## config.mk

```make
export PLATFORM = sky130hd
export DESIGN_NAME = tea_arbiter_flat
export DESIGN_NICKNAME = d
export VERILOG_FILES = /design/src/rtl/tea_arbiter_if.sv /design/src/rtl/tea_arbiter.sv /design/src/flat_wrapper.sv
export SDC_FILE = /design/constraint.sdc
export NUM_CORES = 1
export LEC_CHECK = 0
export CORE_AREA = 2 2 299 301
export DETAILED_ROUTE_END_ITERATION = 8
export DIE_AREA = 0 0 301 303
export SLEW_MARGIN = 25
export SYNTH_ARGS = -nofsm -noshare
export SYNTH_HDL_FRONTEND = slang
export SYNTH_SLANG_ARGS = --single-unit
```

## constraint.sdc

```tcl
create_clock -name clk -period 2.05 [get_ports clk]
set_clock_uncertainty 0.15 [all_clocks]
set_input_delay 0.205 -clock clk [delete_from_list [all_inputs] [get_ports clk]]
set_output_delay 0.205 -clock clk [all_outputs]
set_load 0.05 [all_outputs]
```

## src/rtl/tea_arbiter_if.sv

```systemverilog
// Requester/core-side signal bundle for the two-requester TEA arbiter.
// The slave modport is the arbiter's view; master is the requester/core side.
interface tea_arbiter_if;
  logic         req0, req1;
  logic [127:0] key0, key1;
  logic [31:0]  v0_0, v1_0, v0_1, v1_1;
  logic [31:0]  cfg_delta;
  logic         gnt0, gnt1;
  logic         rsp_valid0, rsp_valid1;
  logic [31:0]  rsp_v0, rsp_v1;
  logic         rsp_err;
  logic         busy;
  logic         core_start;
  logic [31:0]  core_delta, core_k0, core_k1, core_k2, core_k3, core_v0, core_v1;
  logic         core_done;
  logic [31:0]  core_enc_v0, core_enc_v1;

  modport slave (
    input  req0, req1, key0, key1, v0_0, v1_0, v0_1, v1_1, cfg_delta,
    input  core_done, core_enc_v0, core_enc_v1,
    output gnt0, gnt1, rsp_valid0, rsp_valid1, rsp_v0, rsp_v1, rsp_err, busy,
    output core_start, core_delta, core_k0, core_k1, core_k2, core_k3, core_v0, core_v1
  );

  modport master (
    output req0, req1, key0, key1, v0_0, v1_0, v0_1, v1_1, cfg_delta,
    output core_done, core_enc_v0, core_enc_v1,
    input  gnt0, gnt1, rsp_valid0, rsp_valid1, rsp_v0, rsp_v1, rsp_err, busy,
    input  core_start, core_delta, core_k0, core_k1, core_k2, core_k3, core_v0, core_v1
  );
endinterface

```

## src/rtl/tea_arbiter.sv

```systemverilog
// Round-robin arbiter feeding one TEA core from two requesters; one request
// in flight, with a per-request completion timeout.
module tea_arbiter #(
  parameter int unsigned TIMEOUT = 1000
) (
  input logic        clk,
  input logic        rst_n,
  tea_arbiter_if.slave bus
);
  typedef enum logic [1:0] {IDLE, ISSUE, WAIT, RESP} state_t;

  localparam logic [15:0] TMO = 16'(TIMEOUT);

  state_t       state_q, state_d;
  logic         last_q, last_d;
  logic         owner_q, owner_d;
  logic [1:0]   gnt_q, gnt_d;
  logic         start_q, start_d;
  logic [1:0]   vld_q, vld_d;
  logic [31:0]  rsp_v0_q, rsp_v0_d, rsp_v1_q, rsp_v1_d;
  logic         err_q, err_d;
  logic [31:0]  delta_q, delta_d;
  logic [127:0] key_q, key_d;
  logic [31:0]  v0_q, v0_d, v1_q, v1_d;
  logic [15:0]  cnt_q, cnt_d;
  logic         prev_done_q;
  logic         done_edge;
  logic         win;

  always_comb begin
    state_d  = state_q;
    last_d   = last_q;
    owner_d  = owner_q;
    gnt_d    = '0;
    start_d  = 1'b0;
    vld_d    = '0;
    rsp_v0_d = rsp_v0_q;
    rsp_v1_d = rsp_v1_q;
    err_d    = err_q;
    delta_d  = delta_q;
    key_d    = key_q;
    v0_d     = v0_q;
    v1_d     = v1_q;
    cnt_d    = cnt_q;
    done_edge = bus.core_done & ~prev_done_q;
    // On a tie the requester that was not served last wins.
    win = (bus.req0 & bus.req1) ? ~last_q : bus.req1;

    case (state_q)
      IDLE: if (bus.req0 | bus.req1) begin
        owner_d    = win;
        last_d     = win;
        key_d      = win ? bus.key1 : bus.key0;
        v0_d       = win ? bus.v0_1 : bus.v0_0;
        v1_d       = win ? bus.v1_1 : bus.v1_0;
        delta_d    = bus.cfg_delta;
        gnt_d[win] = 1'b1;
        start_d    = 1'b1;
        state_d    = ISSUE;
      end
      ISSUE: begin
        cnt_d   = TMO;
        state_d = WAIT;
      end
      WAIT: begin
        // A completion in the last allowed cycle still counts as success.
        if (done_edge) begin
          rsp_v0_d       = bus.core_enc_v0;
          rsp_v1_d       = bus.core_enc_v1;
          err_d          = 1'b0;
          vld_d[owner_q] = 1'b1;
          state_d        = RESP;
        end else if (cnt_q == 16'd1) begin
          rsp_v0_d       = '0;
          rsp_v1_d       = '0;
          err_d          = 1'b1;
          vld_d[owner_q] = 1'b1;
          state_d        = RESP;
        end else begin
          cnt_d = cnt_q - 16'd1;
        end
      end
      RESP: state_d = IDLE;
      default: state_d = IDLE;
    endcase
  end

  always_ff @(posedge clk) begin
    if (!rst_n) begin
      state_q     <= IDLE;
      last_q      <= 1'b1;
      owner_q     <= 1'b0;
      gnt_q       <= '0;
      start_q     <= 1'b0;
      vld_q       <= '0;
      rsp_v0_q    <= '0;
      rsp_v1_q    <= '0;
      err_q       <= 1'b0;
      delta_q     <= '0;
      key_q       <= '0;
      v0_q        <= '0;
      v1_q        <= '0;
      cnt_q       <= '0;
      prev_done_q <= 1'b0;
    end else begin
      state_q     <= state_d;
      last_q      <= last_d;
      owner_q     <= owner_d;
      gnt_q       <= gnt_d;
      start_q     <= start_d;
      vld_q       <= vld_d;
      rsp_v0_q    <= rsp_v0_d;
      rsp_v1_q    <= rsp_v1_d;
      err_q       <= err_d;
      delta_q     <= delta_d;
      key_q       <= key_d;
      v0_q        <= v0_d;
      v1_q        <= v1_d;
      cnt_q       <= cnt_d;
      prev_done_q <= bus.core_done;
    end
  end

  assign bus.gnt0       = gnt_q[0];
  assign bus.gnt1       = gnt_q[1];
  assign bus.core_start = start_q;
  assign bus.rsp_valid0 = vld_q[0];
  assign bus.rsp_valid1 = vld_q[1];
  assign bus.rsp_v0     = rsp_v0_q;
  assign bus.rsp_v1     = rsp_v1_q;
  assign bus.rsp_err    = err_q;
  assign bus.busy       = (state_q != IDLE);
  assign bus.core_delta = delta_q;
  assign bus.core_k0    = key_q[127:96];
  assign bus.core_k1    = key_q[95:64];
  assign bus.core_k2    = key_q[63:32];
  assign bus.core_k3    = key_q[31:0];
  assign bus.core_v0    = v0_q;
  assign bus.core_v1    = v1_q;
endmodule

```

## src/flat_wrapper.sv

```systemverilog
// flat-port wrapper written by rule: the top's interface ports become plain ports
module tea_arbiter_flat 
#(
  parameter int unsigned TIMEOUT = 1000
)
  (clk, rst_n, bus_req0, bus_req1, bus_key0, bus_key1, bus_v0_0, bus_v1_0, bus_v0_1, bus_v1_1, bus_cfg_delta, bus_core_done, bus_core_enc_v0, bus_core_enc_v1, bus_gnt0, bus_gnt1, bus_rsp_valid0, bus_rsp_valid1, bus_rsp_v0, bus_rsp_v1, bus_rsp_err, bus_busy, bus_core_start, bus_core_delta, bus_core_k0, bus_core_k1, bus_core_k2, bus_core_k3, bus_core_v0, bus_core_v1);
  tea_arbiter_if bus_i ();
  input logic clk;
  input logic rst_n;
  input wire logic [$bits(bus_i.req0)-1:0] bus_req0;
  input wire logic [$bits(bus_i.req1)-1:0] bus_req1;
  input wire logic [$bits(bus_i.key0)-1:0] bus_key0;
  input wire logic [$bits(bus_i.key1)-1:0] bus_key1;
  input wire logic [$bits(bus_i.v0_0)-1:0] bus_v0_0;
  input wire logic [$bits(bus_i.v1_0)-1:0] bus_v1_0;
  input wire logic [$bits(bus_i.v0_1)-1:0] bus_v0_1;
  input wire logic [$bits(bus_i.v1_1)-1:0] bus_v1_1;
  input wire logic [$bits(bus_i.cfg_delta)-1:0] bus_cfg_delta;
  input wire logic [$bits(bus_i.core_done)-1:0] bus_core_done;
  input wire logic [$bits(bus_i.core_enc_v0)-1:0] bus_core_enc_v0;
  input wire logic [$bits(bus_i.core_enc_v1)-1:0] bus_core_enc_v1;
  output wire logic [$bits(bus_i.gnt0)-1:0] bus_gnt0;
  output wire logic [$bits(bus_i.gnt1)-1:0] bus_gnt1;
  output wire logic [$bits(bus_i.rsp_valid0)-1:0] bus_rsp_valid0;
  output wire logic [$bits(bus_i.rsp_valid1)-1:0] bus_rsp_valid1;
  output wire logic [$bits(bus_i.rsp_v0)-1:0] bus_rsp_v0;
  output wire logic [$bits(bus_i.rsp_v1)-1:0] bus_rsp_v1;
  output wire logic [$bits(bus_i.rsp_err)-1:0] bus_rsp_err;
  output wire logic [$bits(bus_i.busy)-1:0] bus_busy;
  output wire logic [$bits(bus_i.core_start)-1:0] bus_core_start;
  output wire logic [$bits(bus_i.core_delta)-1:0] bus_core_delta;
  output wire logic [$bits(bus_i.core_k0)-1:0] bus_core_k0;
  output wire logic [$bits(bus_i.core_k1)-1:0] bus_core_k1;
  output wire logic [$bits(bus_i.core_k2)-1:0] bus_core_k2;
  output wire logic [$bits(bus_i.core_k3)-1:0] bus_core_k3;
  output wire logic [$bits(bus_i.core_v0)-1:0] bus_core_v0;
  output wire logic [$bits(bus_i.core_v1)-1:0] bus_core_v1;
  assign bus_i.req0 = bus_req0;
  assign bus_i.req1 = bus_req1;
  assign bus_i.key0 = bus_key0;
  assign bus_i.key1 = bus_key1;
  assign bus_i.v0_0 = bus_v0_0;
  assign bus_i.v1_0 = bus_v1_0;
  assign bus_i.v0_1 = bus_v0_1;
  assign bus_i.v1_1 = bus_v1_1;
  assign bus_i.cfg_delta = bus_cfg_delta;
  assign bus_i.core_done = bus_core_done;
  assign bus_i.core_enc_v0 = bus_core_enc_v0;
  assign bus_i.core_enc_v1 = bus_core_enc_v1;
  assign bus_gnt0 = bus_i.gnt0;
  assign bus_gnt1 = bus_i.gnt1;
  assign bus_rsp_valid0 = bus_i.rsp_valid0;
  assign bus_rsp_valid1 = bus_i.rsp_valid1;
  assign bus_rsp_v0 = bus_i.rsp_v0;
  assign bus_rsp_v1 = bus_i.rsp_v1;
  assign bus_rsp_err = bus_i.rsp_err;
  assign bus_busy = bus_i.busy;
  assign bus_core_start = bus_i.core_start;
  assign bus_core_delta = bus_i.core_delta;
  assign bus_core_k0 = bus_i.core_k0;
  assign bus_core_k1 = bus_i.core_k1;
  assign bus_core_k2 = bus_i.core_k2;
  assign bus_core_k3 = bus_i.core_k3;
  assign bus_core_v0 = bus_i.core_v0;
  assign bus_core_v1 = bus_i.core_v1;
  tea_arbiter #(.TIMEOUT(TIMEOUT)) u_core (.clk(clk), .rst_n(rst_n), .bus(bus_i));
endmodule
```

* Word level (Yosys, flattened, before mapping)
Index checks and enable logic that the tools add are counted.
** Word-level totals
- Logic and storage cells :: 69
- Input port bits :: 485
- Output and inout bits :: 295
- Register bits after elaboration :: 315
** Operators by class
- Eq/ne operators :: 8
- Reduce and logical (&&, ||, !) cells :: 13
- Add/subtract/negate cells :: 1
- $lt $le $gt $ge :: 4
- Bitwise logic cells :: 5
- Muxes and demuxes :: 23
** Operators with widths (number)
- $mux W32 :: 5
- $mux W128 :: 1
- $mux W16 :: 2
- $pmux W16 S2 :: 1
- $eq A16 B1 Y1 const B :: 1
- $sub A16 B1 Y16 const B :: 1
- $mux W2 :: 5
- $reduce_and A2 Y1 :: 5
- $pmux W2 S4 :: 1
- $mux W1 :: 6
- $reduce_and A3 Y1 :: 2
- $reduce_bool A2 Y1 :: 3
- $eq A2 B2 Y1 const B :: 2
- $lt A1 B2 Y1 const B :: 2
- $ne A2 B2 Y1 const B :: 2
- $ne A3 B1 Y1 const B :: 1
- $and A1 B1 Y1 :: 2
- $demux W1 S1 :: 2
- $eq A2 B1 Y1 const B :: 1
- $ge A1 B1 Y1 const B :: 2
- $logic_and A1 B1 Y1 :: 2
- $logic_not A2 Y1 :: 1
- $ne A2 B1 Y1 const B :: 1
- $not A1 Y1 :: 2
- $or A1 B1 Y1 :: 1

* Logic depth before layout (Yosys ltp)
- Depth in word-level cells :: 6
- Mapped depth :: 9
- Gate-level depth less buffers :: 6

* Least setup slack after synthesis
No wires, ideal clock.
- Kind :: register to register
- Start :: register u_core.state_q[0]
- End :: register u_core.key_q[100]
- Setup time :: 0.137 ns
- Cell stages (with the launch flop) :: 9
- Clock period less this slack :: 2.296 ns
- Data required time :: 1.763 ns
- Arrival time :: 2.008 ns
- Path buffers :: 3
- Setup slack :: -0.246 ns
- Cells stage by stage :: dfxtp_1 inv_1 ha_1 inv_1 nor2_1 clkbuf_1 clkbuf_1 clkbuf_1 a211oi_1
** On the way
- Longest elaborated chain between the ends :: 2
** Ends and longest elaborated chain
- start, declared :: RTL line tea_arbiter.sv:14 : state_t state_q, state_d;
- start signal, assigned :: RTL line tea_arbiter.sv:106 : state_q <= state_d;
- $logic_not A2 Y1 :: RTL line tea_arbiter.sv:49 : case (state_q)
- $reduce_and A2 Y1 (no source line)
- end signal, assigned :: RTL line tea_arbiter.sv:116 : key_q <= key_d;
- end, declared :: RTL line tea_arbiter.sv:23 : logic [127:0] key_q, key_d;
No other way between the ends.
A chain may end at the register's enable or synchronous reset.

* Worst setup path after layout
- Start :: register u_core.cnt_q[2]
- End :: register u_core.cnt_q[8]
** On the way
- Longest elaborated chain between the ends :: 4
- Elaborated cells between the ends (all ways) :: 7
- Those cells by class :: add/sub: 1; eq/ne: 2; mux: 3; reduce/logical: 1
** Ends and longest elaborated chain
- start, declared :: RTL line tea_arbiter.sv:25 : logic [15:0] cnt_q, cnt_d;
- start signal, assigned :: RTL line tea_arbiter.sv:119 : cnt_q <= cnt_d;
- $sub A16 B1 Y16 :: RTL line tea_arbiter.sv:80 : cnt_d = cnt_q - 16'd1;
- $mux W16 :: RTL line tea_arbiter.sv:73 : end else if (cnt_q == 16'd1) begin
- $mux W16 :: RTL line tea_arbiter.sv:67 : if (done_edge) begin
- $pmux W16 S2 :: RTL line tea_arbiter.sv:49
Parallel ways exist; a longest one is shown, timed or not. The select of a mux whose other input is x is not followed.

==> results.yml <==
drt:
  routed_wl_mm: 65.4
  drtIter0Drc: 608
  avgViaCountPerCell: 3.97
  vias: 13800
  firstDrtPassIters: 7
  drc: 0
  drtAntennaViolNets: 0
  wire_per_inst_um: 18.8
yosys:
  synth.distinct_cells: 43
  synth-edff-count: 0
  yosysSeqAreaShare_pct: 48.5
  async_flop_share_pct: 0
  synth-seq-cells: 315
  synth_top_area_share_pct: 48.5
  synth.avg_cell_area_um2: 9.04
  ys_warn_count: 0
  yosysTopAreaCell: "dfxtp_1"
  syn-instance-count: 1437
  yosys-top-cells-area: "dfxtp_1 49%, mux2i_1 15%, a211oi_1 11%, nor2_1 5.9%, nand2_1 4.1%"
  synth.cell_area_mm2: 0.0130
  syn_nets: 1926
  ys.flop_type: "dfxtp_1"
  synth_top_cells_by_count: "315 x dfxtp_1, 204 x nor2_1, 199 x mux2i_1"
  yosysMostFrequentCell: "dfxtp_1"
final_layout:
  seq_area_mm2: 0.00631
  multi_input_area_mm2: 0.00624
  drive_gt1_share_pct: 10.3
  areaGrowthSynthToFinish_pct: 87.5
  fillers: 9485
  nNetsFinal: 2769
power:
  power.switching_mw: 15.2
  switching_share_pct: 46.1
  power_leakage_nw: 10.1
  comb_power_share_pct: 52.0
  ir_worst_vdd_mv: 0.666
  fin_total_pwr_mw: 33.0
  clkPwrFrac_pct: 20.7
  p_per_area_mw_per_mm2: 1360
  internal_power_mw: 17.8
  p_seq_share_pct: 27.3
floorplan:
  core-area_mm2: 0.0880
  die_h_um: 303
  num_rows: 109
  start_util_pct: 14.8
  die_x_um: 301
  pin_count: 780
  dieArea_mm2: 0.0912
timing:
  slew_violations: 0
  setup_viol: 0
  tightest_slew_ns: 0.585
  hold_viol_final: 0
  slew_headroom_pct: 61.1
  setup_tns_ns: 0
  fmax_mhz: 504
  fin_crit_sh_pct: 96.9
  finalCriticalPeriod_ns: 1.99
setup_path:
  r2r_end: "u_core.cnt_q[8]"
  cp.arrival_ns: 2.32
  cp-start-kind: "flip-flop"
  crit_type: "reg2reg"
  cp-end-kind: "flip-flop"
  worst_ep_required_time_ns: 2.38
  path_max_fanout: 2
  rr_startpoint: "u_core.cnt_q[2]"
  cp_slowest_cell: "or4_4"
  max_stage_delay_ns: 0.53
  r2r_setup_slack_ns: 0.06
  reg2regPathDepth: 4
  path_cells: "or4_4 -> or3_4 -> or4_1 -> a31oi_1"
placed_design:
  portBuffers: 779
  place.gp.congestion: 0.813
  hpwl_mm: 51.1
clock_network:
  root_buffer: "clkbuf_16"
  tritoncts: "built"
  clkSinkCount: 315
  cts.path.max_buffers: 3
  insertion_delay_ns: 0.55
  path_clk_slew_ns: 0.06
  htree_levels: 2
  cts_buffers: 38
global_routing:
  gr-total-overflow: 0
  antenna_found_initial: 24
  grt_pass1_wl_mm: 88.7
  grt_max_degree: 65
  grt_usage_pct: 13.1
  grt_pass1_vias: 13100
hold_path:
  hp-start: "bus_cfg_delta[21]"
  min_to: "u_core.bus.core_delta[21]"
  holdPathStages: 3
  hp-class: "in2reg"
run_status:
  outcome: "finished, final reports clean"
flow_run:
  maxCapViolations: 0
cell usage in the layout (no fill, tap or decap), types with 3 or more instances in the layout:
cell type,netlist,layout
clkinv_2,0,5
diode_2,0,7
inv_1,9,7
clkinvlp_4,0,3
dlygate4sd2_1,0,278
a211oi_1,192,191
nor4_1,9,7
a21oi_1,102,102
mux2i_1,199,199
nand3_1,67,66
bufinv_16,0,3
nor4_2,1,3
a31oi_1,5,5
nand4_1,4,4
dfxtp_1,315,315
clkdlybuf4s50_1,0,484
buf_4,0,121
nor2_1,204,202
clkbuf_8,0,6
buf_12,0,26
o31ai_1,6,6
nand2b_1,9,9
dlygate4sd3_1,0,15
or4_1,6,6
clkbuf_1,99,7
clkbuf_16,0,42
inv_6,0,3
nand2_1,142,142
buf_16,0,3
through the flow:
step | hold slack [ns] | setup slack (ns) | instance area [um2] | cells | util (%)
after floorplan | 0.177 | -0.00228 | 13100 | 1437 | -
after global placement | 0.280 | -0.0766 | 23000 | 3377 | 26.2
after detailed placement | 0.286 | -0.120 | 23000 | 3377 | 26.2
after CTS | 0.00102 | 0.00139 | 24100 | 3457 | 27.4
after global routing | 0.0202 | -0.00310 | 24400 | 3477 | 27.7
final | 0.0558 | 0.0641 | 24400 | 3477 | 27.7
sequential cells by signal, summed over array words and instances, names as in the netlist:
name and count:
u_core.last_q 1, u_core.bus.rsp_v0 32, u_core.bus.rsp_err 1, u_core.state_q 2, u_core.prev_done_q 1, u_core.key_q 128, u_core.bus.rsp_v1 32, u_core.gnt_q 2
u_core.bus.core_v0 32, u_core.bus.core_v1 32, u_core.owner_q 1, u_core.cnt_q 16, u_core.bus.core_delta 32, u_core.bus.core_start 1, u_core.vld_q 2
timing repair:
item	4_1_cts	5_1_grt
hold buffers	15	0
pin swaps	0	8
cloned	0	4
setup buffers	0	9
hold endpoints to repair	15	0
gates resized for setup	278	17
endpoints found under the setup margin	278	88
final cells by class:
| cell class | instances | area share, % |
|---|---|---|
| flip-flops and latches | 315 | 25.9 |
| inverters | 10 | 0.200 |
| clock buffers | 51 | 4.35 |
| diodes | 7 | 0.0719 |
| well taps | 1165 | 5.98 |
| clock inverters | 14 | 0.709 |
| multi-input cells | 982 | 25.6 |
| repair buffers | 933 | 37.2 |
power by group through the flow:
stage | logic [mW] | clock network (mW) | registers, mW
CTS | 16.8 | 7.12 | 9.00
global route | 18.3 | 7.32 | 9.22
global placement | 17.7 | 0 | 9.14
finish | 17.2 | 6.83 | 9.01
floorplan | 4.74 | 0 | 15.0
detailed placement | 17.8 | 0 | 9.14
worst max-delay path by stage:
| stage | from | endpoint | slack [ns] | cells past startpoint |
|---|---|---|---|---|
| 2_1_floorplan | u_core.state_q[0] | u_core.bus.rsp_v0[22] | -0.002 | 9 |
| 3_3_place_gp | bus_req1 | u_core.bus.core_v0[31] | -0.08 | 6 |
| 3_5_place_dp | bus_req0 | u_core.key_q[42] | -0.12 | 6 |
| 4_1_cts | u_core.cnt_q[2] | u_core.cnt_q[8] | 0.001 | 4 |
| 5_1_grt | u_core.state_q[0] | u_core.cnt_q[6] | -0.003 | 7 |
| 6_report | u_core.cnt_q[2] | u_core.cnt_q[8] | 0.06 | 4 |
cell families (layout without fill, tap and decap cells):
group / count (synthesis) / after routing / synth area share, %
buffers and inverters: 140 / 1008 / 4.21
AND/OR/NAND/NOR: 462 / 462 / 15.2
flip-flops: 315 / 315 / 48.5
other: 0 / 7 / 0
multiplexers: 199 / 199 / 15.3
AO/OA/AOI/OAI: 317 / 317 / 16.4
adder cells (fa/ha/maj): 4 / 4 / 0.385
critical path, delay by kind of cell, from the launching register on:
family | cells | cell delay [ns]
AOI/OAI and AO/OA | 1 | 0.13
DFF | 1 | 0.31
and+or+nand+nor | 3 | 1.31
routing by layer:
layer | up-vias | share of wire (%) | GRT usage [%]
met2 | 543 | 49 | 22.4
met4 | 0 | 2.7 | 5.13
met1 | 6329 | 41 | 15.4
li1 | 6829 | - | -
met5 | - | 0 | 0
met3 | 99 | 7.7 | 4.01
Power figures use the tool's default switching activity.
